### config.mk
export PLATFORM = sky130hd
export DESIGN_NAME = can_error_frame_gen
export DESIGN_NICKNAME = d
export VERILOG_FILES = /design/src/rtl/can_error_frame_gen.sv
export SDC_FILE = /design/constraint.sdc
export NUM_CORES = 1
export LEC_CHECK = 0
export CORE_MARGIN = 8
export CORE_UTILIZATION = 50
export CTS_BUF_LIST = sky130_fd_sc_hd__clkbuf_8
export CTS_CLUSTER_DIAMETER = 30
export DETAILED_ROUTE_END_ITERATION = 10
export PLACE_DENSITY = 0.84
export SKIP_CTS_REPAIR_TIMING = 1
export SLEW_MARGIN = 20
export SYNTH_ARGS = -nofsm -noshare
export SYNTH_HDL_FRONTEND = slang
export SYNTH_SLANG_ARGS = --single-unit
### constraint.sdc
create_clock -name clock -period 1.78 [get_ports clock]
set_clock_uncertainty 0.05 [all_clocks]
set_input_delay 0.356 -clock clock [delete_from_list [all_inputs] [get_ports clock]]
set_output_delay 0.356 -clock clock [all_outputs]
set_load 0.02 [all_outputs]
### src/rtl/can_error_frame_gen.sv
// Purpose: CAN error-frame generator; drives the error flag, waits for a recessive bus, counts the delimiter, pulses done.
// Latency: triggers on the first SP rising edge at/after an error; TX/Error_Active change on that edge, visible next clock.
// Backpressure: none; progress is paced only by SP rising edges, so SP held high (or low) stalls the frame in place.
module can_error_frame_gen #(
    parameter int FLAG_LEN  = 6,
    parameter int DELIM_LEN = 8,
    parameter int MAX_DOM   = 8
) (
    input  logic       clock,
    input  logic       reset,
    input  logic       SP,
    input  logic       RX,
    input  logic       EOF_Error,
    input  logic       Other_Error,
    output logic       TX,
    output logic       Error_Active,
    output logic       Error_Done,
    output logic [1:0] Error_Source,
    output logic       Dominant_Overrun
);

    typedef enum logic [2:0] {
        IDLE,
        FLAG,
        WAIT_REC,
        DELIM,
        DONE
    } state_t;

    localparam logic [3:0] FLAG_L  = 4'(FLAG_LEN);
    localparam logic [4:0] DELIM_L = 5'(DELIM_LEN);
    localparam logic [4:0] DOM_L   = 5'(MAX_DOM);

    state_t     state;
    state_t     state_nxt;
    logic       sp_d;
    logic       spe;
    logic       any_err;
    logic [3:0] cnt;
    logic [3:0] cnt_nxt;
    logic [3:0] dom_cnt;
    logic [3:0] dom_cnt_nxt;
    logic [4:0] cnt_inc;
    logic [4:0] dom_inc;
    logic       tx_q;
    logic       tx_nxt;
    logic [1:0] src_q;
    logic [1:0] src_nxt;
    logic       ovr_q;
    logic       ovr_nxt;
    logic       pend_eof;
    logic       pend_eof_nxt;
    logic       pend_oth;
    logic       pend_oth_nxt;

    assign spe     = SP & ~sp_d;
    assign any_err = EOF_Error | Other_Error;
    // One bit wider so the +1 comparisons cannot wrap at 15.
    assign cnt_inc = {1'b0, cnt} + 5'd1;
    assign dom_inc = {1'b0, dom_cnt} + 5'd1;

    // SP edge detector; resets high so an SP already high at reset release is not taken as an edge.
    always_ff @(posedge clock) begin
        if (reset) begin
            sp_d <= 1'b1;
        end else begin
            sp_d <= SP;
        end
    end

    // State, counters, latched error info and registered bus outputs.
    always_ff @(posedge clock) begin
        if (reset) begin
            state    <= IDLE;
            cnt      <= 4'd0;
            dom_cnt  <= 4'd0;
            tx_q     <= 1'b1;
            src_q    <= 2'b00;
            ovr_q    <= 1'b0;
            pend_eof <= 1'b0;
            pend_oth <= 1'b0;
        end else begin
            state    <= state_nxt;
            cnt      <= cnt_nxt;
            dom_cnt  <= dom_cnt_nxt;
            tx_q     <= tx_nxt;
            src_q    <= src_nxt;
            ovr_q    <= ovr_nxt;
            pend_eof <= pend_eof_nxt;
            pend_oth <= pend_oth_nxt;
        end
    end

    // Next-state and datapath; only error latching and the DONE exit act without a sample-point edge.
    always_comb begin
        state_nxt    = state;
        cnt_nxt      = cnt;
        dom_cnt_nxt  = dom_cnt;
        tx_nxt       = tx_q;
        src_nxt      = src_q;
        ovr_nxt      = ovr_q;
        pend_eof_nxt = pend_eof;
        pend_oth_nxt = pend_oth;

        case (state)
            IDLE: begin
                tx_nxt = 1'b1;
                if (spe && (pend_eof || pend_oth || any_err)) begin
                    // Source combines errors remembered since the last edge with any arriving now.
                    src_nxt      = {pend_eof | EOF_Error, pend_oth | Other_Error};
                    tx_nxt       = 1'b0;
                    cnt_nxt      = 4'd1;
                    ovr_nxt      = 1'b0;
                    pend_eof_nxt = 1'b0;
                    pend_oth_nxt = 1'b0;
                    state_nxt    = FLAG;
                end else if (any_err) begin
                    pend_eof_nxt = pend_eof | EOF_Error;
                    pend_oth_nxt = pend_oth | Other_Error;
                end
            end

            FLAG: begin
                if (spe) begin
                    if (cnt == FLAG_L) begin
                        tx_nxt      = 1'b1;
                        dom_cnt_nxt = 4'd0;
                        state_nxt   = WAIT_REC;
                    end else begin
                        cnt_nxt = cnt + 4'd1;
                    end
                end
            end

            WAIT_REC: begin
                if (spe) begin
                    if (RX) begin
                        // This recessive bit is the first delimiter bit.
                        cnt_nxt   = 4'd1;
                        state_nxt = DELIM;
                    end else begin
                        dom_cnt_nxt = (dom_cnt == 4'hF) ? 4'hF : dom_cnt + 4'd1;
                        if (dom_inc == DOM_L) begin
                            ovr_nxt = 1'b1;
                        end
                    end
                end
            end

            DELIM: begin
                if (spe) begin
                    if (RX) begin
                        if (cnt_inc == DELIM_L) begin
                            state_nxt = DONE;
                        end else begin
                            cnt_nxt = cnt_inc[3:0];
                        end
                    end else begin
                        // Dominant bit inside the delimiter: restart with a fresh flag.
                        tx_nxt    = 1'b0;
                        cnt_nxt   = 4'd1;
                        state_nxt = FLAG;
                    end
                end
            end

            DONE: begin
                state_nxt = IDLE;
            end

            default: begin
                state_nxt = IDLE;
            end
        endcase
    end

    assign TX               = tx_q;
    assign Error_Active     = (state != IDLE);
    assign Error_Done       = (state == DONE);
    assign Error_Source     = src_q;
    assign Dominant_Overrun = ovr_q;

endmodule

==> impl_metrics.csv <==
group,metric,value,unit
setup_path,ff2ff_setup_slack,0.05,ns
detailed_routing,vias,1056,
yosys,synth.yosys.seq_area_share,0.346,
sta,worst_setup_slack_after_layout,0.0466,ns
detailed_routing,drt_drc_violations_left,0,
setup_path,cp.depth,5,
place,port_buffers,11,
yosys,compound_cell_area_share_of_the_yosys_netlist,0.224,
detailed_routing,wirelength,2720,microns
clocking,cts_tree,"built",
setup_path,worstPathMaxFanout,3,
setup_path,crit_chain,"clkdlybuf4s50_1 -> or4_4 -> a221oi_2 -> a211o_1 -> a21oi_1",
sta,worst_slew_margin_rel,0.814,
yosys,synth_edf_count,0,
setup_path,cp_slowest_stage_delay,0.54,ns
run,timing.max_cap.violations,0,
power_and_ir_drop,switchingPower,229,uW
setup_path,r2r_start,"cnt[0]$_SDFFE_PP0P_",
yosys,yosys_most_used_dff,"sky130_fd_sc_hd__dfxtp_1",
yosys,syn-cell-area,1040,sq um
detailed_routing,dr.pass1.iters,4,
yosys,yosys.cell_count.top_type,"sky130_fd_sc_hd__dfxtp_1",
setup_path,timing.critical_path.arrival,1.83,ns
floorplan,chipHeight,61.7,microns
yosys,post_synth_inst_count,121,
global_route,global_route_wire_length_before_repair,4220,microns
power_and_ir_drop,worst_ir_drop_on_vdd,494,uV
clocking,clk_root_buf,"sky130_fd_sc_hd__clkbuf_8",
yosys,synthAdderAreaFrac,0.0480,
power_and_ir_drop,p_int,653,uW
clocking,cts.sink_count,18,
place,dpl.hpwl,1890,microns
final_layout,fill_cells,156,
outcome,status,"finished, final reports clean",
yosys,yosysWarningCount,0,
floorplan,rows,16,
power_and_ir_drop,power.density_cell_area,629,nW/um^2
clocking,htree_levels,1,
setup_path,critical_path_class,"input port to register",
place,gp_routability_congestion,0.920,
final_layout,nets,162,
detailed_routing,wirelength_per_cell,15.3,microns
power_and_ir_drop,power.leakage,0.000585,uW
yosys,synthTopCellsByCount,"sky130_fd_sc_hd__dfxtp_1, sky130_fd_sc_hd__nor3_1, sky130_fd_sc_hd__a21oi_1",
sta,hold_violations,0,
power_and_ir_drop,pwr-share-seq,0.494,
sta,timing.final.setup_violations,0,
yosys,synth.lib_cells_used.distinct,43,
global_route,grt.overflow.total,0,
clocking,clock_insertion_delay_at_the_later_pin_of_the_skew_report,0.25,ns
setup_path,cell_count_of_the_worst_reg_to_reg_path,6,
floorplan,io-pin-count,12,
sta,worst_margin_slew,0.279,ns
global_route,grt_antenna_before_repair,0,
setup_path,startpoint_type,"input port",
yosys,synth-simple-area-share,0.311,
global_route,globalRouteTotalUtil,0.146,
setup_path,worstPathRequired,1.87,ns
sta,hold_slack,0.356,ns
clocking,cts.reportedPaths.clkPinSlew,0.06,ns
power_and_ir_drop,sw_share,0.259,
detailed_routing,post_drt_via_cell_ratio,5.97,
clocking,clk_path_buf_depth,2,
global_route,grt_pass1_vias,965,
setup_path,worst-path-buf-inv,1,
sta,grt_setup_unrepaired,"no",
yosys,synth.net_count,131,
yosys,synth-seq-cells,18,
min_path,worst_hold_path_type,"input port to register",
power_and_ir_drop,power.clock.fraction,0.310,
yosys,post-synth-top-area-fraction,0.346,
floorplan,core_area,1960,sq um
yosys,yosys.area.top_type,"sky130_fd_sc_hd__dfxtp_1",
power_and_ir_drop,finalPower,882,uW
yosys,main_combinational_cell_family_by_area_after_synthesis,"simple AND/OR/NAND/NOR gates",
setup_path,cp-end-kind,"register",
min_path,holdCritStartpoint,"SP",
min_path,holdPathStages,2,
sta,layout_worst_path_cycle_share,0.974,
setup_path,cp_slowest_cell,"sky130_fd_sc_hd__or4_4",
setup_path,path_delay_family,"simple AND/OR/NAND/NOR gates",
setup_path,regToRegEndpoint,"state[2]$_SDFFE_PP0P_",
floorplan,initial_core_utilization,0.531,
min_path,whs_endpoint,"sp_d$_SDFF_PP1_",
power_and_ir_drop,combPwrFrac,0.196,
clocking,cts_buffers,3,
yosys,synth_area_leaders,"sky130_fd_sc_hd__dfxtp_1, sky130_fd_sc_hd__nor3_1, sky130_fd_sc_hd__a21oi_1",
final_layout,area_delta_synth_final,34.5,%
global_route,grt_start_max_net_pins,13,
sta,max_freq,577,MHz
yosys,async_flop_share,0,
floorplan,die_w,61.7,microns
yosys,syn_avg_cell_area,8.61,sq um
yosys,synth.area.mux_share,0.0108,
sta,slew_violations,0,
final_layout,drive_above_1_share,0.293,
sta,final.min_clock_period,1.73,ns
floorplan,floorplan.die_area,3800,sq um
yosys,synth_xor_area_frac,0.0168,
detailed_routing,route.antenna.remaining_nets,0,
place,place_ws,-0.248,ns
final_layout,antennaDiodeCount,0,
detailed_routing,drtIter0Drc,38,
final cells by class:
class / instances / area, sq um / area share
timing repair buffer: 30 / 263 / 0.188
multi-input combinational: 94 / 681 / 0.486
clock buffer: 3 / 41.3 / 0.0295
sequential: 18 / 364 / 0.260
tap: 27 / 33.8 / 0.0241
inverter: 5 / 18.8 / 0.0134
power by group through the flow:
stage                     registers [uW]  logic (uW)  clock network, uW
after floorplan                      440        88.4                  0
after global placement               440         158                  0
after detailed placement             441         161                  0
after CTS                            433         164                281
after global routing                 437         186                300
final                                436         173                273
worst max-delay path by stage:
stage | startpoint | to | slack [ns]
2_1_floorplan | cnt[0]$_SDFFE_PP0P_ | cnt[1]$_SDFFE_PP0P_ | 0.07
3_3_place_gp | SP | dom_cnt[2]$_SDFFE_PP0P_ | -0.17
3_5_place_dp | RX | cnt[3]$_SDFFE_PP0P_ | -0.25
4_1_cts | state[1]$_SDFFE_PP0P_ | Error_Active | -0.22
5_1_grt | cnt[0]$_SDFFE_PP0P_ | state[2]$_SDFFE_PP0P_ | 0.001
6_report | Other_Error | state[0]$_SDFFE_PP0P_ | 0.05
cell families (layout without fill, tap and decap cells):
family,count (synthesis),count (layout)
multiplexers,1,1
adder cells (fa/ha/maj),4,4
AO/OA/AOI/OAI,36,36
flip-flops,18,18
AND/OR/NAND/NOR,51,51
buffers and inverters,9,38
XOR/XNOR,2,2
layer usage:
metal / share of wire / vias to the layer above / track usage
li1: - / 515 / -
met1: 0.43 / 492 / 0.175
met2: 0.49 / 40 / 0.250
met3: 0.062 / 9 / 0.0271
met4: 0.023 / 0 / 0.0584
met5: 0 / - / 0
registers in the layout (all words and copies together), names as in the netlist:
register          count
pend_eof              1
Error_Source          2
state                 3
cnt                   4
sp_d                  1
dom_cnt               4
Dominant_Overrun      1
pend_oth              1
TX                    1
metrics by stage:
stage,area (sq um),std cells,TNS [ns],util
after detailed placement,1290,172,-2.54,0.658
after floorplan,1050,121,0,-
final,1400,177,0,0.714
after CTS,1330,175,-0.421,0.679
after global placement,1290,172,-1.89,0.658
after global routing,1400,177,0,0.714
cells in the final DEF (no fill, tap or decap), types with 2 or more instances in the layout:
master,count
sky130_fd_sc_hd__nor3_2,3
sky130_fd_sc_hd__nor2_1,7
sky130_fd_sc_hd__a21oi_1,8
sky130_fd_sc_hd__ha_1,3
sky130_fd_sc_hd__dlymetal6s2s_1,4
sky130_fd_sc_hd__buf_4,19
sky130_fd_sc_hd__a211oi_1,3
sky130_fd_sc_hd__o21ai_0,9
sky130_fd_sc_hd__nor3_1,10
sky130_fd_sc_hd__dfxtp_2,3
sky130_fd_sc_hd__a41oi_1,2
sky130_fd_sc_hd__a21o_1,2
sky130_fd_sc_hd__inv_1,5
sky130_fd_sc_hd__a21oi_2,2
sky130_fd_sc_hd__nand2_1,3
sky130_fd_sc_hd__dfxtp_1,15
sky130_fd_sc_hd__a311oi_1,2
sky130_fd_sc_hd__nand3b_1,3
sky130_fd_sc_hd__and3_1,3
sky130_fd_sc_hd__nor2b_1,3
sky130_fd_sc_hd__clkbuf_8,3
sky130_fd_sc_hd__nand3_1,5
sky130_fd_sc_hd__clkdlybuf4s50_1,7
Power figures use the tool's default switching activity.
